==> src/rtl/rx_checker_pkg.sv <==
// Shared types and widths for the RX frame checker: state encoding, counter widths and AXIS lane count.
package rx_checker_pkg;

  localparam int LANES      = 32;
  localparam int KEEP_CNT_W = 6;
  localparam int LEN_W      = 15;
  localparam int CNT_W      = 32;
  localparam int BYTE_CNT_W = 48;

  typedef enum logic [1:0] {
    ST_IDLE,
    ST_FRAME,
    ST_OVERSIZE
  } state_e;

  function automatic logic [CNT_W-1:0] sat_inc_cnt(input logic [CNT_W-1:0] value);
    return (&value) ? value : value + CNT_W'(1);
  endfunction

endpackage

==> src/rtl/keep_len_decode.sv <==
// Turns an AXIS tkeep into its byte count and whether it is a contiguous run starting at lane 0.
module keep_len_decode
  import rx_checker_pkg::*;
(
  input  logic [LANES-1:0]      i_keep,
  output logic [KEEP_CNT_W-1:0] o_count,
  output logic                  o_contig
);

  // Contiguous from lane 0 means keep+1 is a power of two; all-ones wraps to zero and still qualifies.
  always_comb begin
    o_count = '0;
    for (int i = 0; i < LANES; i++) begin
      o_count = o_count + KEEP_CNT_W'(i_keep[i]);
    end
    o_contig = (i_keep != '0) && ((i_keep & (i_keep + LANES'(1))) == '0);
  end

endmodule

==> src/rtl/rx_frame_checker_module.sv <==
// Per-frame length/keep/FCS checking on the 40G MAC RX AXIS stream with saturating statistics.
// Define RX_PATTERN_CHECK_EN to also check the k mod 256 payload pattern and count data errors.
module rx_frame_checker_module
  import rx_checker_pkg::*;
#(
  parameter int P_MIN_LENGTH = 64,
  parameter int P_MAX_LENGTH = 9600
) (
  input  logic                  i_clk,
  input  logic                  i_rst,
  input  logic                  i_stat_rx_status,
  input  logic                  i_clear,
  input  logic                  s_axis_rx_tvalid,
  input  logic [8*LANES-1:0]    s_axis_rx_tdata,
  input  logic [LANES-1:0]      s_axis_rx_tkeep,
  input  logic                  s_axis_rx_tlast,
  input  logic                  s_axis_rx_tuser,
  output logic [CNT_W-1:0]      o_frame_cnt,
  output logic [BYTE_CNT_W-1:0] o_byte_cnt,
  output logic [CNT_W-1:0]      o_err_fcs_cnt,
  output logic [CNT_W-1:0]      o_err_len_cnt,
  output logic [CNT_W-1:0]      o_err_data_cnt,
  output logic                  o_err_pulse
);

  localparam logic [LEN_W-1:0] MIN_LEN = LEN_W'(P_MIN_LENGTH);
  localparam logic [LEN_W-1:0] MAX_LEN = LEN_W'(P_MAX_LENGTH);

  state_e                  state_q, state_d;
  logic [LEN_W-1:0]        len_q, len_d, len_base, len_new;
  logic [LEN_W:0]          len_sum;
  logic                    keep_err_q, keep_err_d, keep_err_new, keep_bad;
  logic [KEEP_CNT_W-1:0]   keep_count;
  logic                    keep_contig;
  logic                    in_idle;

  logic                    done_q, done_d;
  logic [LEN_W-1:0]        done_len_q, done_len_d;
  logic                    done_len_err_q, done_len_err_d;
  logic                    done_fcs_q, done_fcs_d;

  logic [CNT_W-1:0]        frame_cnt_q, frame_cnt_d;
  logic [BYTE_CNT_W-1:0]   byte_cnt_q, byte_cnt_d;
  logic [BYTE_CNT_W:0]     byte_sum;
  logic [CNT_W-1:0]        err_fcs_cnt_q, err_fcs_cnt_d;
  logic [CNT_W-1:0]        err_len_cnt_q, err_len_cnt_d;
  logic                    err_pulse_q, err_pulse_d;

  keep_len_decode u_keep_len_decode (
    .i_keep   (s_axis_rx_tkeep),
    .o_count  (keep_count),
    .o_contig (keep_contig)
  );

  assign in_idle = (state_q == ST_IDLE);

`ifdef RX_PATTERN_CHECK_EN
  logic [2:0]       beat_q, beat_d, beat_idx;
  logic             data_err_q, data_err_d, data_err_new, pat_bad;
  logic             done_data_q, done_data_d;
  logic [CNT_W-1:0] err_data_cnt_q, err_data_cnt_d;

  // Lane i of beat b must carry (32b+i) mod 256, which is simply {b[2:0], i}.
  always_comb begin
    beat_idx = in_idle ? 3'd0 : beat_q;
    pat_bad  = 1'b0;
    for (int i = 0; i < LANES; i++) begin
      if (s_axis_rx_tkeep[i] && (s_axis_rx_tdata[8*i +: 8] != {beat_idx, 5'(i)})) pat_bad = 1'b1;
    end
    data_err_new = (!in_idle && data_err_q) || pat_bad;
  end

  assign o_err_data_cnt = err_data_cnt_q;
`else
  logic data_unused;
  assign data_unused    = ^s_axis_rx_tdata;
  assign o_err_data_cnt = '0;
`endif

  always_comb begin
    len_base     = in_idle ? '0 : len_q;
    len_sum      = {1'b0, len_base} + (LEN_W+1)'(keep_count);
    len_new      = (state_q == ST_OVERSIZE) ? len_q : (len_sum[LEN_W] ? '1 : len_sum[LEN_W-1:0]);
    keep_bad     = s_axis_rx_tlast ? !keep_contig : (s_axis_rx_tkeep != '1);
    keep_err_new = (!in_idle && keep_err_q) || keep_bad;

    state_d        = state_q;
    len_d          = len_q;
    keep_err_d     = keep_err_q;
    done_d         = 1'b0;
    done_len_d     = done_len_q;
    done_len_err_d = done_len_err_q;
    done_fcs_d     = done_fcs_q;
`ifdef RX_PATTERN_CHECK_EN
    beat_d         = beat_q;
    data_err_d     = data_err_q;
    done_data_d    = done_data_q;
`endif

    // Losing link status drops any partial frame; the completion stage is left alone.
    if (!i_stat_rx_status) begin
      state_d    = ST_IDLE;
      len_d      = '0;
      keep_err_d = 1'b0;
`ifdef RX_PATTERN_CHECK_EN
      data_err_d = 1'b0;
`endif
    end else if (s_axis_rx_tvalid) begin
      if (s_axis_rx_tlast) begin
        state_d        = ST_IDLE;
        len_d          = '0;
        keep_err_d     = 1'b0;
        done_d         = 1'b1;
        done_len_d     = len_new;
        done_len_err_d = (len_new < MIN_LEN) || (len_new > MAX_LEN) || keep_err_new;
        done_fcs_d     = s_axis_rx_tuser;
`ifdef RX_PATTERN_CHECK_EN
        data_err_d     = 1'b0;
        done_data_d    = data_err_new;
`endif
      end else begin
        state_d    = (!in_idle && (len_new > MAX_LEN)) ? ST_OVERSIZE : ST_FRAME;
        len_d      = len_new;
        keep_err_d = keep_err_new;
`ifdef RX_PATTERN_CHECK_EN
        data_err_d = data_err_new;
        beat_d     = beat_idx + 3'd1;
`endif
      end
    end
  end

  // Statistics lag the tlast beat by one cycle so a clear in that cycle can discard the frame.
  always_comb begin
    frame_cnt_d   = frame_cnt_q;
    byte_cnt_d    = byte_cnt_q;
    err_fcs_cnt_d = err_fcs_cnt_q;
    err_len_cnt_d = err_len_cnt_q;
    err_pulse_d   = 1'b0;
    byte_sum      = {1'b0, byte_cnt_q} + (BYTE_CNT_W+1)'(done_len_q);
`ifdef RX_PATTERN_CHECK_EN
    err_data_cnt_d = err_data_cnt_q;
`endif
    if (i_clear) begin
      frame_cnt_d   = '0;
      byte_cnt_d    = '0;
      err_fcs_cnt_d = '0;
      err_len_cnt_d = '0;
`ifdef RX_PATTERN_CHECK_EN
      err_data_cnt_d = '0;
`endif
    end else if (done_q) begin
      frame_cnt_d = sat_inc_cnt(frame_cnt_q);
      byte_cnt_d  = byte_sum[BYTE_CNT_W] ? '1 : byte_sum[BYTE_CNT_W-1:0];
      if (done_fcs_q)     err_fcs_cnt_d = sat_inc_cnt(err_fcs_cnt_q);
      if (done_len_err_q) err_len_cnt_d = sat_inc_cnt(err_len_cnt_q);
      err_pulse_d = done_fcs_q || done_len_err_q;
`ifdef RX_PATTERN_CHECK_EN
      if (done_data_q) err_data_cnt_d = sat_inc_cnt(err_data_cnt_q);
      err_pulse_d = err_pulse_d || done_data_q;
`endif
    end
  end

  always_ff @(posedge i_clk) begin
    if (i_rst) begin
      state_q        <= ST_IDLE;
      len_q          <= '0;
      keep_err_q     <= 1'b0;
      done_q         <= 1'b0;
      done_len_q     <= '0;
      done_len_err_q <= 1'b0;
      done_fcs_q     <= 1'b0;
      frame_cnt_q    <= '0;
      byte_cnt_q     <= '0;
      err_fcs_cnt_q  <= '0;
      err_len_cnt_q  <= '0;
      err_pulse_q    <= 1'b0;
`ifdef RX_PATTERN_CHECK_EN
      beat_q         <= '0;
      data_err_q     <= 1'b0;
      done_data_q    <= 1'b0;
      err_data_cnt_q <= '0;
`endif
    end else begin
      state_q        <= state_d;
      len_q          <= len_d;
      keep_err_q     <= keep_err_d;
      done_q         <= done_d;
      done_len_q     <= done_len_d;
      done_len_err_q <= done_len_err_d;
      done_fcs_q     <= done_fcs_d;
      frame_cnt_q    <= frame_cnt_d;
      byte_cnt_q     <= byte_cnt_d;
      err_fcs_cnt_q  <= err_fcs_cnt_d;
      err_len_cnt_q  <= err_len_cnt_d;
      err_pulse_q    <= err_pulse_d;
`ifdef RX_PATTERN_CHECK_EN
      beat_q         <= beat_d;
      data_err_q     <= data_err_d;
      done_data_q    <= done_data_d;
      err_data_cnt_q <= err_data_cnt_d;
`endif
    end
  end

  assign o_frame_cnt   = frame_cnt_q;
  assign o_byte_cnt    = byte_cnt_q;
  assign o_err_fcs_cnt = err_fcs_cnt_q;
  assign o_err_len_cnt = err_len_cnt_q;
  assign o_err_pulse   = err_pulse_q;

endmodule

==> config.mk <==
export PLATFORM = sky130hd
export DESIGN_NAME = rx_frame_checker_module
export DESIGN_NICKNAME = d
export VERILOG_FILES = /design/src/rtl/rx_checker_pkg.sv /design/src/rtl/keep_len_decode.sv /design/src/rtl/rx_frame_checker_module.sv
export SDC_FILE = /design/constraint.sdc
export NUM_CORES = 1
export LEC_CHECK = 0
export CORE_AREA = 3 3 183 185
export DETAILED_ROUTE_END_ITERATION = 7
export DIE_AREA = 0 0 186 188
export GPL_ROUTABILITY_DRIVEN = 0
export PLACE_DENSITY = 0.66
export SETUP_SLACK_MARGIN = 0.2
export SLEW_MARGIN = 25
export SYNTH_ARGS = -nofsm -noshare
export SYNTH_HDL_FRONTEND = slang
export SYNTH_HIERARCHICAL = 1
export SYNTH_SLANG_ARGS = --single-unit
==> constraint.sdc <==
create_clock -name i_clk -period 7.9 [get_ports i_clk]
set_input_delay 0.79 -clock i_clk [delete_from_list [all_inputs] [get_ports i_clk]]
set_output_delay 0.79 -clock i_clk [all_outputs]
set_load 0.1 [all_outputs]
==> impl_metrics.json, run 1 <==
{
  "status": "finished clean",
  "worst_pin_slew_ns": 1.08,
  "firstDrtPassIters": 5,
  "drive_above_1_share": 0.103,
  "fin_cells": 1909,
  "rows": 66,
  "ys_ff_latch": 181,
  "area_delta_synth_final_pct": 29.4,
  "ctsHoldBuffers": 0,
  "ctsResizeCount": 0,
  "die_area_um2": 35000,
  "period_share": 0.938,
  "crit_chain": "clkdlybuf4s50_1 > inv_1 > fa_1 > fa_1 > fa_1 > fa_1 > fa_1 > fa_1 > fa_1 > inv_1 > fa_2 > fa_1 > a211oi_2 > o21ai_1 > and2_1 > buf_4 > a32oi_1 > a41oi_1 > or3_4 > o221ai_4 > o2111a_1 > a21oi_1",
  "top_level_ports": 472,
  "synth_cell_type_count": 81,
  "cp_slowest_cell": "fa_1",
  "async_flop_share": 0,
  "rsz0062_at_grt": "no",
  "dpl.cell_count": 1877,
  "finalSetupViolations": 0,
  "n_fill_cell": 3147,
  "cp-start-kind": "primary input",
  "p_comb_frac": 0.448,
  "clkTransAtPathRegs_ns": 0.07,
  "regArea_um2": 3620,
  "peakVddDrop_uv": 297,
  "synthCells": 1276,
  "crit_fanout": 3,
  "drc_errors": 0,
  "tns_ns": 0,
  "placed_area_um2": 13200,
  "regToRegEndpoint": "done_len_err_q",
  "clock_latency_ns": 0.43,
  "grt_pass1_vias": 9629,
  "r2r_cells": 14,
  "switching_share": 0.387,
  "hold_viol": 0,
  "avgSynthCellArea_um2": 8.44,
  "setup_ws_ns": 0.493,
  "power_frac_clock": 0.261,
  "synth_area_leader_cell": "dfxtp_1",
  "p_per_area_nw_per_um2": 234,
  "yosysTopAreaCellShare": 0.336,
  "ys_seq_area_frac": 0.336,
  "clockRootBuffer": "clkbuf_16",
  "ant_nets": 0,
  "fin_util": 0.433,
  "relSlewSlack": 0.278,
  "hpwlAfterDp_mm": 22.4,
  "chipWidth_um": 186,
  "synth_flop_cell": "dfxtp_1",
  "multiInputGateArea_um2": 6710,
  "whs_path_depth": 2,
  "fmax_mhz": 135,
  "wl_mm": 30.2,
  "switchingPower_mw": 1.26,
  "dp_slack_ns": -0.224,
  "cp.required_ns": 8.22,
  "r2r_setup_slack_ns": 3.91,
  "drt_iter0_drc": 718,
  "grt_pass1_wl_mm": 48.8,
  "core_area_um2": 32200,
  "htree_levels": 4,
  "intPower_mw": 2.00,
  "track_usage": 0.168,
  "io_buffers": 183,
  "initial_core_util": 0.334,
  "cap_violations": 0,
  "critPathCaptureType": "flip-flop",
  "synthesis.area_um2": 10800,
  "crit_arrival_ns": 7.73,
  "path_class": "in2reg",
  "synth_edf_count": 0,
  "diodes": 0,
  "clk_path_buf_depth": 2,
  "synth_area_leaders": "dfxtp_1, xor2_1, nor2_1, fa_1, ha_1",
  "drv_slew": 0,
  "tritoncts": "yes",
  "avgViaCountPerCell": 5.30,
  "finClkSkew_ns": 0.0134,
  "grt_antenna_before_repair": 0,
  "slowest_delay_ns": 0.57,
  "cts_buffers": 17,
  "cp_common_cell": "fa_1",
  "clock-sinks": 181,
  "hold_end": "done_len_q[2]",
  "grt_max_degree": 90,
  "seqPwrFrac": 0.291,
  "finalNetCount": 1845,
  "fin_crit_ns": 7.41,
  "avgRoutedWirePerCell_um": 15.8,
  "synth_warnings": 6,
  "worstHoldStart": "done_len_q[2]",
  "vias": 10100,
  "finish.instance_area_um2": 13900,
  "hold_class": "reg2reg",
  "p_leak_nw": 5.18,
  "die_y_um": 188,
  "cts_setup_buffers": 0,
  "r2r_start": "state_q[0]",
  "overflow": 0
}
-- cell type report --
type,instances,share of cell area
Sequential cell,181,0.260
Inverter,65,0.0175
Clock inverter,14,0.0115
Tap cell,408,0.0366
Timing Repair Buffer,241,0.162
Multi-Input combinational cell,982,0.481
Clock buffer,18,0.0308
-- kinds of logic after synthesis --
logic type	after synthesis	synth area share
AND/OR/NAND/NOR	532	0.258
AO/OA/AOI/OAI	240	0.156
flip-flops	181	0.336
buffers and inverters	144	0.0642
XOR/XNOR	114	0.0927
adder cells (fa/ha/maj)	62	0.0901
multiplexers	2	0.00186
other	1	0.000348
-- worst max-delay path by stage --
stage,from,end,cells after the start
2_1_floorplan,s_axis_rx_tkeep[19],state_q[0],26
4_1_cts,s_axis_rx_tkeep[2],done_len_err_q,24
5_1_grt,s_axis_rx_tkeep[2],done_len_err_q,27
6_report,s_axis_rx_tkeep[2],done_len_err_q,22
3_5_place_dp,s_axis_rx_tkeep[2],done_len_err_q,24
3_3_place_gp,s_axis_rx_tkeep[2],done_len_err_q,24
-- per-stage QoR --
step	hold WS [ns]	total power, mW
after global routing	0.504	3.52
after CTS	0.466	3.21
final	0.464	3.26
after global placement	0.456	2.32
after detailed placement	0.456	2.35
after floorplan	0.440	1.95
-- flip-flops by register name (all words and copies together) (netlist names), 2 cells and up --
signal,cells
o_err_len_cnt,32
done_len_q,15
state_q,2
len_q,15
o_frame_cnt,32
o_err_fcs_cnt,32
o_byte_cnt,48
-- Yosys cell counts (all sizes together) (3+ instances only) --
master / n
a211oi: 13
a21o: 11
a21oi: 66
a221oi: 3
a22oi: 15
a311oi: 12
a31oi: 16
a41oi: 6
and2: 30
and3: 27
and4: 28
buf: 42
clkbuf: 37
dfxtp: 181
fa: 26
ha: 36
inv: 64
nand2: 104
nand2b: 8
nand3: 55
nand4: 47
nor2: 158
nor2b: 5
nor3: 17
nor4: 18
nor4b: 5
o21a: 8
o21ai: 40
o221a: 15
o31a: 4
o41ai: 3
or2: 9
or3: 15
or4: 3
xnor2: 32
xor2: 82
-- critical path: cells and delay by family --
family	cells	cell delay, ns
adder cells (fa/ha/maj)	9	4.26
AND/OR/NAND/NOR	2	0.63
buffers and inverters	4	0.82
AO/OA/AOI/OAI	7	1.21
-- power groups by stage --
stage	Sequential (mW)	Combinational [mW]	Clock, mW
2_1_floorplan	0.972	0.980	0
3_3_place_gp	0.970	1.35	0
3_5_place_dp	0.971	1.38	0
4_1_cts	0.949	1.39	0.873
5_1_grt	0.951	1.66	0.910
6_report	0.949	1.46	0.852
-- cells in the final DEF (no fill, tap or decap), types with 5 or more instances in the layout --
cell type        synthesis  routed
inv_1                   63      63
o21ai_0                 37      36
nor2b_1                  5       5
and3_1                  25      25
a31oi_1                 15      15
xnor2_1                 32      32
buf_4                   35      58
nor3_1                  17      16
clkdlybuf4s50_1          0     182
and4_1                  24      24
a21o_1                  11      11
a22oi_1                 15      14
fa_1                    26      25
or2_2                    7       6
nor2_1                 158     157
and2_1                  30      29
clkbuf_16                0      17
nand2_1                104     104
xor2_1                  82      82
dfxtp_1                181     181
a21oi_1                 66      66
or3_1                   15      14
ha_1                    36      36
o21a_1                   8       8
nand2b_1                 8       8
a311oi_1                12      10
nor4_1                  15      14
nand3_1                 53      53
a211oi_1                12       9
conb_1                   1      32
o221a_2                 15      15
nand4_1                 43      43
-- metal layers --
| layer | vias up | part of all wire | wire length, um | track usage |
|---|---|---|---|---|
| met5 | - | 0 | 0 | 0 |
| met4 | 0 | 0.018 | 548 | 0.0415 |
| met3 | 47 | 0.066 | 1980 | 0.0299 |
| met2 | 380 | 0.46 | 13900 | 0.277 |
| met1 | 4781 | 0.45 | 13700 | 0.229 |
| li1 | 4910 | - | - | - |
Power figures use the tool's default switching activity.
==> run 2: changes to the inputs <==
--- a/config.mk
+++ b/config.mk
@@ -8,8 +8,9 @@
 export CORE_AREA = 3 3 183 185
 export DETAILED_ROUTE_END_ITERATION = 7
 export DIE_AREA = 0 0 186 188
+export DONT_BUFFER_PORTS = 1
 export GPL_ROUTABILITY_DRIVEN = 0
-export PLACE_DENSITY = 0.66
+export REMOVE_ABC_BUFFERS = 1
 export SETUP_SLACK_MARGIN = 0.2
 export SLEW_MARGIN = 25
 export SYNTH_ARGS = -nofsm -noshare
==> run 2 against run 1 <==
Die area stayed put. Final cell count is 12% lower. Sequential cell count stayed put. Clock-buffer cell count is 2 higher. Clock skew is 0.0018 ns lower. Worst setup slack better by 0.12 ns. Sequential power is 0.7% higher. Critical path type unchanged. Total power is 5.8% lower.
==> impl_metrics.json, run 2 (same netlist as run 1, synthesis figures left out) <==
{
  "status": "finished clean",
  "cap_violations": 0,
  "clockRootBuffer": "clkbuf_16",
  "rsz0062_at_grt": "no",
  "final_common_cell": "nor2_1",
  "ant_nets": 0,
  "tritoncts": "yes",
  "total_power_mw": 3.07,
  "path_class": "in2reg",
  "crit_chain": "fa_1 > inv_1 > fa_1 > inv_1 > fa_1 > inv_1 > fa_1 > fa_1 > fa_1 > fa_1 > inv_1 > fa_1 > fa_1 > a211oi_1 > o21ai_1 > and2_1 > and4_4 > o41a_1 > a311oi_1 > o221ai_1 > a22oi_1 > nor2_1",
  "period_share": 0.922,
  "relSlewSlack": 0.254,
  "avgRoutedWirePerCell_um": 16.3,
  "regToRegEndpoint": "o_byte_cnt[37]",
  "whs_path_depth": 1,
  "clock_latency_ns": 0.43,
  "cp_common_cell": "fa_1",
  "initial_core_util": 0.334,
  "r2r_cells": 10,
  "grt_pass1_wl_mm": 44.2,
  "drc_errors": 0,
  "p_leak_nw": 4.35,
  "grt_antenna_before_repair": 0,
  "hpwlAfterDp_mm": 20.1,
  "finalNetCount": 1620,
  "crit_fanout": 8,
  "rows": 66,
  "hold_viol": 0,
  "hold_class": "in2reg",
  "overflow": 0,
  "final_cell_mix": "nor2_1, dfxtp_1, nand2_1",
  "critPathCaptureType": "flip-flop",
  "top_level_ports": 472,
  "vias": 9012,
  "cp-start-kind": "primary input",
  "clkTransAtPathRegs_ns": 0.07,
  "hold_end": "done_len_q[11]",
  "area_delta_synth_final_pct": 9.33,
  "grt_max_degree": 79,
  "cts_buffers": 17,
  "drt_iter0_drc": 585,
  "die_y_um": 188,
  "p_per_area_nw_per_um2": 261,
  "core_area_um2": 32200,
  "wl_mm": 27.4,
  "ctsResizeCount": 0,
  "io_buffers": 0,
  "clock-sinks": 181,
  "die_area_um2": 35000,
  "peakVddDrop_uv": 209,
  "r2r_start": "o_byte_cnt[2]",
  "track_usage": 0.153,
  "drv_slew": 0,
  "r2r_setup_slack_ns": 3.48,
  "cts_setup_buffers": 0,
  "cp.required_ns": 8.19,
  "htree_levels": 4,
  "fmax_mhz": 137,
  "worst_pin_slew_ns": 1.12,
  "worstHoldStart": "i_rst",
  "drive_above_1_share": 0.0980,
  "firstDrtPassIters": 5,
  "ctsHoldBuffers": 0,
  "cp_slowest_cell": "fa_1",
  "avgViaCountPerCell": 5.35,
  "fin_crit_ns": 7.28,
  "finClkSkew_ns": 0.0116,
  "grt_pass1_vias": 8628,
  "finalSetupViolations": 0,
  "largest_register_ffs": 48,
  "chipWidth_um": 186,
  "crit_arrival_ns": 7.57,
  "slowest_delay_ns": 0.54,
  "clk_path_buf_depth": 2,
  "tns_ns": 0,
  "diodes": 0
}
## run 2: cell types whose count changed in the layout (fill, tap and decap cells not counted), moves of 4 or more
cell,delta
dfxtp_2,+31
dfxtp_1,-31
bufinv_16,+4
inv_8,-4
buf_4,-42
clkinv_8,-4
clkdlybuf4s50_1,-182
## run 2: layout make-up
class	instances	area [um^2]
Inverter	65	244
Clock inverter	12	186
Multi-Input combinational cell	982	6600
Clock buffer	20	457
Fill cell	3280	20400
Sequential cell	181	3660
Tap cell	408	510
Timing Repair Buffer	16	120
## run 2: per-layer routing
layer,global-route usage,up-vias,wire (um)
met5,0,-,0
met4,0.0458,0,488
met3,0.0407,29,2000
met2,0.257,279,13000
met1,0.191,4251,11900
li1,-,4453,-
## run 2: metrics by stage
| stage | instances | util | hold slack, ns | worst slack, ns | area (um^2) |
|---|---|---|---|---|---|
| floorplan | 1228 | - | 0.434 | 0.688 | 10400 |
| finish | 1684 | 0.366 | 0.428 | 0.617 | 11800 |
| detailed placement | 1652 | 0.344 | 0.448 | 0.105 | 11100 |
| global route | 1684 | 0.366 | 0.397 | 0.245 | 11800 |
| CTS | 1684 | 0.364 | 0.398 | 0.532 | 11700 |
| global placement | 1652 | 0.344 | 0.445 | 0.171 | 11100 |
## run 2: worst max path at each step
stage          cells past startpoint           startpoint             end  slack [ns]
3_5_place_dp                      20   s_axis_rx_tkeep[2]      state_q[0]        0.10
6_report                          22  s_axis_rx_tkeep[19]      state_q[0]        0.62
5_1_grt                           23   s_axis_rx_tkeep[2]      state_q[1]        0.24
2_1_floorplan                     22  s_axis_rx_tkeep[19]      state_q[0]        0.69
3_3_place_gp                      23   s_axis_rx_tkeep[2]  done_len_err_q        0.17
4_1_cts                           20   s_axis_rx_tkeep[2]      state_q[0]        0.53
## run 2: worst max-delay path, delay by kind of cell
kind                     cells  cell delay, ns
AO/OA/AOI/OAI                6            1.77
adder cells (fa/ha/maj)      9            4.29
AND/OR/NAND/NOR              3            0.49
buffers and inverters        4            0.24
## run 2: power breakdown
part / leakage, nW / internal (mW) / switching (mW)
registers: 1.47 / 0.931 / 0.0248
clock network: 0.317 / 0.554 / 0.378
logic: 2.56 / 0.488 / 0.699
==> run 3: changes to the inputs <==
--- a/config.mk
+++ b/config.mk
@@ -5,15 +5,16 @@
 export SDC_FILE = /design/constraint.sdc
 export NUM_CORES = 1
 export LEC_CHECK = 0
-export CORE_AREA = 3 3 183 185
+export CORE_AREA = 3 3 184 186
 export DETAILED_ROUTE_END_ITERATION = 7
-export DIE_AREA = 0 0 186 188
+export DIE_AREA = 0 0 187 189
 export DONT_BUFFER_PORTS = 1
 export GPL_ROUTABILITY_DRIVEN = 0
+export HOLD_SLACK_MARGIN = 0.15
+export MAX_ROUTING_LAYER = met4
 export REMOVE_ABC_BUFFERS = 1
 export SETUP_SLACK_MARGIN = 0.2
 export SLEW_MARGIN = 25
 export SYNTH_ARGS = -nofsm -noshare
 export SYNTH_HDL_FRONTEND = slang
-export SYNTH_HIERARCHICAL = 1
 export SYNTH_SLANG_ARGS = --single-unit
==> run 3 against run 2 <==
Total power up 9.8%. Via count is 4.9% higher. Core utilization up 0.77 points. Non-clock buffer count up 21. Critical path depth is 3 higher. Combinational power is 30% higher. Clock-buffer cell count fell by 2. Critical path type unchanged. Final cell count is 7.9% higher. Synthesized cell count grew 6.1%. Sequential share of layout area decreased by 1.1 points.
==> impl_metrics.json, run 3 <==
{
  "dp_slack_ns": 0.0919,
  "synthCells": 1354,
  "yosysTopAreaCellShare": 0.330,
  "die_y_um": 189,
  "die_area_um2": 35300,
  "diodes": 0,
  "grt_max_degree": 69,
  "drive_above_1_share": 0.0873,
  "synth_top_family_by_area": "simple AND/OR/NAND/NOR gates",
  "slowest_delay_ns": 0.57,
  "grt_antenna_before_repair": 0,
  "async_flop_share": 0,
  "cts_setup_buffers": 0,
  "io_buffers": 0,
  "cts_buffers": 17,
  "critPathCaptureType": "flip-flop",
  "synth_cell_type_count": 78,
  "clk_path_buf_depth": 2,
  "track_usage": 0.160,
  "clockRootBuffer": "clkbuf_16",
  "synth-xor-area-share": 0.0886,
  "avgSynthCellArea_um2": 8.11,
  "hold_viol": 0,
  "core_area_um2": 32500,
  "drt_iter0_drc": 483,
  "drc_errors": 0,
  "crit_arrival_ns": 7.62,
  "n_fill_cell": 3325,
  "finClkSkew_ns": 0.0138,
  "initial_core_util": 0.338,
  "relSlewSlack": 0.253,
  "worst_pin_slew_ns": 1.12,
  "synth_edf_count": 0,
  "ant_nets": 0,
  "rsz0062_at_grt": "no",
  "peakVddDrop_uv": 265,
  "synth_area_leader_cell": "dfxtp_1",
  "finalNetCount": 1717,
  "cp.required_ns": 8.19,
  "status": "finished clean",
  "p_leak_nw": 4.44,
  "hpwlAfterDp_mm": 21.3,
  "cp_common_cell": "fa_1",
  "largest_register_ffs": 48,
  "vias": 9451,
  "dpl.cell_count": 1785,
  "synth_flop_cell": "dfxtp_1",
  "avgViaCountPerCell": 5.20,
  "setup_ws_ns": 0.572,
  "ys_ff_latch": 181,
  "top_level_ports": 472,
  "clock-sinks": 181,
  "hold_class": "in2reg",
  "crit_fanout": 7,
  "avgRoutedWirePerCell_um": 15.6,
  "area_delta_synth_final_pct": 10.4,
  "cp_top_family": "adder cells",
  "grt_pass1_vias": 9055,
  "cp-start-kind": "primary input",
  "synth_common_cells": "dfxtp_1, nor2_1, nand2_1, a21oi_1, inv_1",
  "synth.area.mux_share": 0.0147,
  "tns_ns": 0,
  "synth-compound-area-share": 0.151,
  "yosysMostFrequentCell": "dfxtp_1",
  "final_common_cell": "dfxtp_1",
  "p_per_area_nw_per_um2": 279,
  "finish.instance_area_um2": 12100,
  "path_class": "in2reg",
  "tritoncts": "yes",
  "synthSimpleGateAreaFrac": 0.262,
  "fin_cells": 1817,
  "fmax_mhz": 136,
  "synthAdderAreaFrac": 0.0862,
  "fin_crit_ns": 7.33,
  "drv_slew": 0,
  "crit_buf_inv": 4,
  "finalSetupViolations": 0,
  "synth_area_leaders": "dfxtp_1, nor2_1, a21oi_1, xor2_1, fa_1",
  "cap_violations": 0,
  "synthesis.area_um2": 11000,
  "rows": 66,
  "whs_ns": 0.426,
  "clock_latency_ns": 0.43,
  "wl_mm": 28.4,
  "final_cell_mix": "dfxtp_1, nor2_1, nand2_1",
  "ctsResizeCount": 0,
  "cp_slowest_cell": "fa_1",
  "ys_seq_area_frac": 0.330,
  "grt_pass1_wl_mm": 46.0,
  "firstDrtPassIters": 5,
  "ctsHoldBuffers": 0,
  "period_share": 0.928,
  "clkTransAtPathRegs_ns": 0.07,
  "chipWidth_um": 187,
  "overflow": 0,
  "htree_levels": 4,
  "placed_area_um2": 11500,
  "synth_warnings": 0
}
==> run 3: power breakdown <==
group	switching [mW]	internal [mW]
registers	0.0258	0.931
logic	0.886	0.660
clock network	0.390	0.485
==> run 3: kinds of logic after synthesis <==
| group | after synthesis |
|---|---|
| and+or+nand+nor | 566 |
| muxes | 16 |
| xor gates and xnor gates | 111 |
| other | 1 |
| buffers and inverters | 160 |
| adders and majority gates | 60 |
| AOI/OAI and AO/OA | 259 |
| DFF | 181 |
==> run 3: cell type report <==
class / count / area (um^2) / area share
inverters: 81 / 304 / 0.0251
multi-input cells: 1044 / 6740 / 0.556
clock buffers: 18 / 439 / 0.0362
repair buffers: 37 / 278 / 0.0229
flip-flops and latches: 181 / 3640 / 0.300
clock inverters: 14 / 165 / 0.0136
well taps: 442 / 553 / 0.0456
==> run 3: stage by stage <==
stage	total power [mW]	util
after floorplan	2.05	-
after global placement	2.48	0.354
after detailed placement	2.50	0.354
after CTS	3.40	0.373
after global routing	3.62	0.373
final	3.38	0.373
==> run 3: worst paths after layout <==
path / from / end / slack, ns / cells after the start
worst max-delay path: s_axis_rx_tkeep[0] / state_q[1] / 0.57 / 25
worst min-delay path: i_rst / done_len_q[0] / 0.43 / 1
worst max register to register: o_byte_cnt[0] / o_byte_cnt[15] / 3.86 / 12
worst min register to register: done_len_q[8] / done_len_q[8] / 0.45 / 2
==> run 3: routing by layer <==
| metal | vias up | wire length [um] | GRT usage |
|---|---|---|---|
| met5 | - | 0 | - |
| met4 | 0 | 469 | 0.0436 |
| met3 | 32 | 1600 | 0.0365 |
| met2 | 250 | 13500 | 0.262 |
| met1 | 4483 | 12900 | 0.199 |
| li1 | 4686 | - | - |
==> run 3: worst reg2reg max path, stage by stage (launching register included) <==
cell and delay, ns:
dfxtp_1 1.01, ha_1 0.31, inv_1 0.06, fa_1 0.40, nor2b_1 0.13, o21a_1 0.13
o21ai_0 0.14, a211oi_1 0.39, o21ai_1 0.26, a21oi_1 0.20, buf_4 0.28, nand2_1 0.38
a31oi_1 0.26
